==> src/rtl/divn_pkg.sv <==
// Shared constants, mode enum and divisor decode for the divide_by_n clock-enable divider.
package divn_pkg;

    localparam int DIVN_WIDTH     = 8;
    localparam int DIVN_DIV_RESET = 100;

    typedef enum logic {
        DIVN_FREE    = 1'b0,
        DIVN_ONESHOT = 1'b1
    } divn_mode_e;

    // Encoded divisor 0 stands for 2^width.
    function automatic logic [31:0] divn_decode(input logic [31:0] enc, input int width);
        return (enc == 32'd0) ? (32'd1 << width) : enc;
    endfunction

endpackage

==> src/rtl/divn_shadow_reg.sv <==
// Pending-divisor register: captures div_val on div_load, applies it to div_cur when apply is high.
import divn_pkg::*;

module divn_shadow_reg #(
    parameter int WIDTH     = DIVN_WIDTH,
    parameter int DIV_RESET = DIVN_DIV_RESET
) (
    input  logic             clk,
    input  logic             rst_n,
    input  logic             div_load,
    input  logic [WIDTH-1:0] div_val,
    input  logic             apply,
    output logic             div_busy,
    output logic [WIDTH-1:0] div_cur
);

    logic [WIDTH-1:0] pending;

    // A load coinciding with apply bypasses the pending register entirely.
    always_ff @(posedge clk or negedge rst_n) begin
        if (!rst_n) begin
            pending  <= '0;
            div_busy <= 1'b0;
            div_cur  <= WIDTH'(DIV_RESET);
        end else if (apply) begin
            div_busy <= 1'b0;
            if (div_load) begin
                div_cur <= div_val;
            end else if (div_busy) begin
                div_cur <= pending;
            end
        end else if (div_load) begin
            pending  <= div_val;
            div_busy <= 1'b1;
        end
    end

endmodule

==> src/rtl/divide_by_n.sv <==
// Runtime-programmable clock-enable divider with one-shot mode and shadow-loaded divisor.
// Optional square-wave output enabled by defining DIVN_SQUARE_EN.
import divn_pkg::*;

module divide_by_n #(
    parameter int WIDTH     = DIVN_WIDTH,
    parameter int DIV_RESET = DIVN_DIV_RESET
) (
    input  logic             clk,
    input  logic             rst_n,
    input  logic             ena,
    input  logic             clr,
    input  logic             oneshot,
    input  logic [WIDTH-1:0] div_val,
    input  logic             div_load,
    output logic             div_busy,
    output logic [WIDTH-1:0] div_cur,
    output logic [WIDTH-1:0] count,
    output logic             tc,
    output logic             done
`ifdef DIVN_SQUARE_EN
    ,
    output logic             sq_out
`endif
);

    divn_mode_e       mode;
    logic [WIDTH-1:0] last;
    logic             wrap;
    logic             idle;
    logic             apply;

    assign mode  = oneshot ? DIVN_ONESHOT : DIVN_FREE;
    // D-1 in WIDTH bits; encoded 0 (2^WIDTH) yields all ones.
    assign last  = WIDTH'(divn_decode(32'(div_cur), WIDTH) - 32'd1);
    assign wrap  = ena && !done && !clr && (count == last);
    assign idle  = (count == '0) && !ena;
    assign apply = wrap || clr || idle;

    divn_shadow_reg #(
        .WIDTH     (WIDTH),
        .DIV_RESET (DIV_RESET)
    ) u_shadow (
        .clk      (clk),
        .rst_n    (rst_n),
        .div_load (div_load),
        .div_val  (div_val),
        .apply    (apply),
        .div_busy (div_busy),
        .div_cur  (div_cur)
    );

    always_ff @(posedge clk or negedge rst_n) begin
        if (!rst_n) begin
            count <= '0;
            tc    <= 1'b0;
            done  <= 1'b0;
        end else if (clr) begin
            count <= '0;
            tc    <= 1'b0;
            done  <= 1'b0;
        end else if (wrap) begin
            count <= '0;
            tc    <= 1'b1;
            if (mode == DIVN_ONESHOT) begin
                done <= 1'b1;
            end
        end else begin
            tc <= 1'b0;
            if (ena && !done) begin
                count <= count + 1'b1;
            end
        end
    end

`ifdef DIVN_SQUARE_EN
    always_ff @(posedge clk or negedge rst_n) begin
        if (!rst_n) begin
            sq_out <= 1'b0;
        end else if (clr) begin
            sq_out <= 1'b0;
        end else if (wrap) begin
            sq_out <= !sq_out;
        end
    end
`endif

endmodule

==> config.mk <==
export PLATFORM = sky130hd
export DESIGN_NAME = divide_by_n
export DESIGN_NICKNAME = d
export VERILOG_FILES = /design/src/rtl/divn_pkg.sv /design/src/rtl/divn_shadow_reg.sv /design/src/rtl/divide_by_n.sv
export SDC_FILE = /design/constraint.sdc
export NUM_CORES = 1
export LEC_CHECK = 0
export ABC_AREA = 1
export BUFFER_PORTS_ARGS = -buffer_cell sky130_fd_sc_hd__buf_4
export CAP_MARGIN = 20
export CORE_MARGIN = 2
export CORE_UTILIZATION = 54
export CTS_CLUSTER_SIZE = 12
export DETAILED_ROUTE_END_ITERATION = 10
export PLACE_DENSITY = 0.85
export SKIP_CTS_REPAIR_TIMING = 1
export SYNTH_ARGS = -nofsm -noshare
export SYNTH_HDL_FRONTEND = slang
export SYNTH_HIERARCHICAL = 1
export SYNTH_SLANG_ARGS = --single-unit
export TNS_END_PERCENT = 1
==> constraint.sdc <==
create_clock -name clk -period 2.75 [get_ports clk]
set_clock_uncertainty 0.15 [all_clocks]
set_input_delay 0.1375 -clock clk [delete_from_list [all_inputs] [get_ports clk]]
set_output_delay 0.1375 -clock clk [all_outputs]
set_load 0.1 [all_outputs]
# ---- Word level (Yosys, flattened, before mapping)
# Index checks and enable logic that the tools add are counted.
dict set report op_classes {
  n_addsub 2
  eq_ne 1
  muxes 14
  bitwise_logic 1
  n_reduce_logical 19
}
# op n
set op_table {}
lappend op_table {{8-bit two-way mux} 6}
lappend op_table {{8-bit zero test} 2}
lappend op_table {{8-bit by 1-bit adder with 8-bit output (second input constant)} 1}
lappend op_table {{8-bit == test} 1}
lappend op_table {{1-bit two-way mux} 8}
lappend op_table {{2-bit nonzero test} 4}
lappend op_table {{8-bit by 1-bit subtractor with 8-bit output (second input constant)} 1}
lappend op_table {{2-bit AND reduction} 3}
lappend op_table {{1-bit logical AND} 4}
lappend op_table {{1-bit zero test} 3}
lappend op_table {{3-bit nonzero test} 1}
lappend op_table {{1-bit logical OR} 2}
lappend op_table {{1-bit NOT} 1}
dict set report word_totals {
  regBits 27
  inputBits 14
  output_inout_bits 19
  word_cells 43
}

# ---- Longest topological paths before layout
dict set report depth {
  word_depth 9
  ltp_mapped 16
  ltp_nobuf 16
}

# ---- Hierarchy
# Netlist, hierarchy kept.
# module instances cells_per_inst area_per_inst_um2 seq_area_each_um2
set modules_own_cells {}
lappend modules_own_cells {divide_by_n 1 135 897.1 250.2}
lappend modules_own_cells {divn_shadow_reg 1 98 780.7 429.2}

# ---- Least setup slack after synthesis
# No wires, ideal clock.
dict set report synth_timing {
  path_kind {flip-flop to flip-flop}
  from {register u_shadow.div_cur[0]}
  to {register u_shadow.div_cur[3]}
  setup_ns 0.068
  arrival_time_ns 2.792
  required_time_ns 2.532
  setup_slack_ns -0.260
  path_stages_with_launch 16
  path_buffers 0
  period_less_slack_ns 3.010
  path_cell_list {dfrtp_1 inv_1 ha_1 nand2_1 nand2_1 nor2_1 nand2_1 nor2_1 nand3_2 nor2_4 nand3_4 o211ai_1 inv_2 nor2_4 nand2_1 nand2_1}
}
dict set report synth_between {
  elab_chain_cells 8
}
# item line_no
set synth_rtl {}
lappend synth_rtl {{start: declaration} divn_shadow_reg.sv:14} ;# output logic [WIDTH-1:0] div_cur
lappend synth_rtl {{start signal: assignment} divn_shadow_reg.sv:24} ;# div_cur <= WIDTH'(DIV_RESET);
lappend synth_rtl {{start signal: assignment} divn_shadow_reg.sv:28} ;# div_cur <= div_val;
lappend synth_rtl {{start signal: assignment} divn_shadow_reg.sv:30} ;# div_cur <= pending;
lappend synth_rtl {{8-bit zero test} divn_pkg.sv:14} ;# return (enc == 32'd0) ? (32'd1 << width) : enc;
lappend synth_rtl {{8-bit two-way mux (*)} divn_pkg.sv:14}
lappend synth_rtl {{8-bit by 1-bit subtractor with 8-bit output (*)} divide_by_n.sv:35} ;# assign last = WIDTH'(divn_decode(32'(div_cur), WIDTH) - 32'd1);
lappend synth_rtl {{8-bit == test (*)} divide_by_n.sv:36} ;# assign wrap = ena && !done && !clr && (count == last);
lappend synth_rtl {{1-bit logical AND (*)} divide_by_n.sv:36}
lappend synth_rtl {{1-bit logical OR (*) (2 in a row)} divide_by_n.sv:38} ;# assign apply = wrap || clr || idle;
lappend synth_rtl {{net apply} divide_by_n.sv:31} ;# logic apply;
lappend synth_rtl {{2-bit AND reduction (no source line) (*)} -}
# The timed path passes the listed nets; every way through them passes the cells marked *.
# A chain may end at the register's enable or synchronous reset.

# ---- Final worst setup path
dict set report layout_timing {
  from {register u_shadow.div_cur[0]}
  to {register u_shadow.div_cur[1]}
}
# The elaborated chain is that of the path after synthesis.

==> results.txt <==
----------------------------------------------------
[Timing]
  Smallest hold slack ... between 0.007 and 0.008 ns
  Count of final hold-check violations ... 0
  Minimum clock period after layout ... 2.58 ns
  Number of slew-limit violations in the final report ... 0
  Number of failing setup endpoints in the final timing report ... 0
  Achievable clock frequency ... between 300 and 400 MHz
  Final period util ... a little over nine tenths
  Worst slew margin relative to its limit ... about 67%
  Worst slew pin tran ... between 0.4 and 0.5 ns

[Pwr]
  Worst ir drop on vdd ... ~0.00034 V
  Flop pwr share ... approximately 40%
  Clock share of power ... a little over an eighth
  Comb power frac ... a little under half
  Pwr dens ... ~630 mW/mm²
  Internal Pwr Total ... 692 µW
  Switching pwr ... between 600 and 700 µW
  Power after layout ... 1.33 mW
  Static leakage ... between 1 and 1.5 nW
  Switching share of total power ... roughly half

[Synth]
  Total nets after synthesis ... ~250
  Post-synthesis instance area ... approximately 0.0017 mm²
  Sequential element share of the synthesized area ... approximately two fifths
  Instance count of the mapped netlist ... ~230
  Number of distinct library cells after synthesis ... 27
  Synth Area per Inst ... just over 7 µm²
  Post-synthesis register bit count ... 27
  Yosys warnings ... 6

[CTS]
  Number of buffers on the longest clock path ... 2
  Depth of the CTS H-tree ... 1
  Root Buffer ... sky130_fd_sc_hd__clkbuf_4
  Sink Count ... 27
  CTS tree ... yes
  CTS Buf Count ... 3
  Source-to-sink clock delay at the later pin of the worst-skew pair ... roughly 0.34 ns
  Reg clk slew, reported paths ... around 0.15 ns

[Worst setup path]
  Worst path required time ... slightly below 3 ns
  Critical path startpoint category ... flop
  Register-to-Register Path Depth ... 12
  Start-to-end type of the worst setup path ... flop to flop
  Peak fanout along the critical path ... 8
  Crit. End Element ... flop
  Arrival time at the worst endpoint ... between 2 and 3 ns

[Detailed routing]
  Drt initial violations ... between 100 and 150
  Number of vias per cell after detailed routing ... 5.26
  Via count ... 1656
  Iteration count of the initial detailed-routing pass ... 4
  Remaining routing DRC violations ... 0
  Detail-routed net length per standard cell ... between 10 and 15 µm
  Post-route ant nets ... 0
  Final routed wirelength across all metal layers ... 4070 µm

[Run]
  Max_cap viols ... 0

[Die]
  Std-Cell Core Area ... around 0.003 mm²
  Die Y ... approximately 60 µm
  DIE AREA ... between 0.003 and 0.004 mm²
  Effective utilization at floorplan ... a little under three fifths
  Die span in x ... 59.7 µm
  Number of cell rows ... 20
  Number of top-level pins ... 33

[Placed design]
  IO Port Bufs ... 32
  Detailed-placement wirelength estimate ... ~2700 µm
  Final weighted congestion in routability-driven placement ... 0.899

[GRT]
  Number of antenna violations at the first check in global routing ... 0
  Residual overflow from global routing ... 0
  Number of global-route vias before repair ... between 1000 and 1500
  Global-route wire length before repair ... 5800 µm
  Maximum number of pins on one net before global-route repair ... 28
  GRT Resource Usage Total ... between 20 and 25%

[Finish]
  Fraction of final layout cells with drive strength greater than 1 ... 24.5%
  Layout overhead on the synthesized area ... 26.3%
  Number of nets in the layout ... roughly 300
  N_diodes ... 0
  Filler Cells Inserted ... between 200 and 250

[Hold path]
  HP Class ... input port to flop
  Worst hold path stage count ... 3

[Status]
  Run status ... finished clean

----------------------------------------------------
## power groups by stage
stage,clock network [mW],logic (mW),registers [mW]
6_report,0.177,0.633,0.522
5_1_grt,0.196,0.687,0.530
4_1_cts,0.184,0.589,0.521
3_5_place_dp,0,0.588,0.529
3_3_place_gp,0,0.580,0.527
2_1_floorplan,0,0.246,0.740
## layer usage
layer,global-route usage [%],wire length (µm),vias up
li1,-,-,828
met1,33.1,1840,754
met2,30.4,1840,63
met3,3.46,276,11
met4,8.57,117,0
met5,0,0,-
## logic make-up (layout without fill, tap and decap cells)
group	after synthesis	count (layout)	share of synthesized area, %
simple gates	156	156	42.0
buf+inv	30	79	7.61
flops	27	27	40.5
compound gates	11	11	4.33
xor+xnor	5	5	2.61
fa+ha+maj	4	4	2.98
## registers in the layout (all words and copies together), names as in the netlist
register / count
count: 8
tc: 1
u_shadow/div_cur: 8
u_shadow/pending: 8
u_shadow/div_busy: 1
done: 1
## worst paths after layout
kind	from	end	slack (ns)
min	div_load	u_shadow/pending[0]$_DFFE_PN0P_	0.007
min in group asynchronous	rst_n	u_shadow/pending[6]$_DFFE_PN0P_	0.07
max in group asynchronous	rst_n	u_shadow/div_cur[5]$_DFFE_PN1P_	2.08
min reg2reg	u_shadow/pending[7]$_DFFE_PN0P_	u_shadow/pending[7]$_DFFE_PN0P_	0.34
max	u_shadow/div_cur[0]$_DFFE_PN0P_	u_shadow/div_cur[1]$_DFFE_PN0P_	0.17
max reg2reg	u_shadow/div_cur[0]$_DFFE_PN0P_	u_shadow/div_cur[1]$_DFFE_PN0P_	0.17
## critical path, cell delays in order, from the launching register on
cell and delay [ns]:
sky130_fd_sc_hd__dfrtp_2 0.44, sky130_fd_sc_hd__inv_1 0.14, sky130_fd_sc_hd__ha_1 0.19, sky130_fd_sc_hd__nand2_1 0.07, sky130_fd_sc_hd__o21ai_2 0.18, sky130_fd_sc_hd__nand2_1 0.08
sky130_fd_sc_hd__xor2_1 0.28, sky130_fd_sc_hd__nand3_4 0.16, sky130_fd_sc_hd__o211ai_1 0.27, sky130_fd_sc_hd__inv_2 0.19, sky130_fd_sc_hd__nor2_4 0.21, sky130_fd_sc_hd__nand2_1 0.08
sky130_fd_sc_hd__nand2_1 0.06
## layout by cell type, fill, tap and decap left out, types with 2 or more instances in the layout
cell | synthesis | layout
sky130_fd_sc_hd__nor2_2 | 3 | 3
sky130_fd_sc_hd__a21oi_1 | 4 | 4
sky130_fd_sc_hd__inv_2 | 8 | 8
sky130_fd_sc_hd__nand2_1 | 104 | 104
sky130_fd_sc_hd__inv_1 | 20 | 20
sky130_fd_sc_hd__dfrtp_2 | 0 | 2
sky130_fd_sc_hd__nor2_1 | 13 | 13
sky130_fd_sc_hd__ha_1 | 4 | 3
sky130_fd_sc_hd__clkbuf_4 | 0 | 3
sky130_fd_sc_hd__nor3_1 | 4 | 4
sky130_fd_sc_hd__dlygate4sd3_1 | 0 | 11
sky130_fd_sc_hd__nand3_1 | 16 | 16
sky130_fd_sc_hd__nor2_4 | 2 | 2
sky130_fd_sc_hd__buf_4 | 0 | 36
sky130_fd_sc_hd__nand4_1 | 4 | 4
sky130_fd_sc_hd__o21ai_0 | 3 | 3
sky130_fd_sc_hd__dfstp_2 | 3 | 3
sky130_fd_sc_hd__nor3_2 | 4 | 4
sky130_fd_sc_hd__dfrtp_1 | 24 | 22
sky130_fd_sc_hd__xor2_1 | 5 | 5
## final cells by class
cell class                 instances  area, µm²  share of cell area (%)
clock buffer                       3       22.5                    1.06
clock inverter                     1       5.00                   0.236
inverter                          28        105                    4.96
multi-input combinational        176        883                    41.7
sequential                        27        682                    32.2
tap                               33       41.3                    1.95
timing repair buffer              47        380                    17.9
## synth_stat cells
library cell | number | share of area, %
sky130_fd_sc_hd__a21oi_1 | 4 | 1.2
sky130_fd_sc_hd__buf_6 | 2 | 1.3
sky130_fd_sc_hd__dfrtp_1 | 24 | 36
sky130_fd_sc_hd__dfstp_2 | 3 | 4.7
sky130_fd_sc_hd__ha_1 | 4 | 3.0
sky130_fd_sc_hd__inv_1 | 20 | 4.5
sky130_fd_sc_hd__inv_2 | 8 | 1.8
sky130_fd_sc_hd__nand2_1 | 104 | 23
sky130_fd_sc_hd__nand2_2 | 1 | 0.37
sky130_fd_sc_hd__nand2_4 | 1 | 0.67
sky130_fd_sc_hd__nand3_1 | 16 | 4.8
sky130_fd_sc_hd__nand3_2 | 1 | 0.60
sky130_fd_sc_hd__nand3_4 | 1 | 1.0
sky130_fd_sc_hd__nand3b_1 | 1 | 0.45
sky130_fd_sc_hd__nand4_1 | 4 | 1.5
sky130_fd_sc_hd__nor2_1 | 13 | 2.9
sky130_fd_sc_hd__nor2_2 | 3 | 1.1
sky130_fd_sc_hd__nor2_4 | 2 | 1.3
sky130_fd_sc_hd__nor3_1 | 4 | 1.2
sky130_fd_sc_hd__nor3_2 | 4 | 2.4
sky130_fd_sc_hd__nor4_1 | 1 | 0.37
sky130_fd_sc_hd__o211ai_1 | 1 | 0.45
sky130_fd_sc_hd__o21ai_0 | 3 | 0.89
sky130_fd_sc_hd__o21ai_1 | 1 | 0.30
sky130_fd_sc_hd__o21ai_2 | 1 | 0.52
sky130_fd_sc_hd__o21ai_4 | 1 | 0.97
sky130_fd_sc_hd__xor2_1 | 5 | 2.6
## per-stage QoR
stage / area [µm²] / utilization [%] / setup TNS (ns) / cells / setup slack (ns)
2_1_floorplan: 1680 / - / 0 / 233 / 0.0540
3_3_place_gp: 1940 / 64.6 / 0 / 296 / 0.315
3_5_place_dp: 1940 / 64.6 / 0 / 296 / 0.256
4_1_cts: 1970 / 65.5 / 0 / 300 / 0.221
5_1_grt: 2120 / 70.6 / -0.0205 / 315 / -0.0150
6_report: 2120 / 70.6 / 0 / 315 / 0.172
No activity file was read; power rests on OpenSTA's default activity.
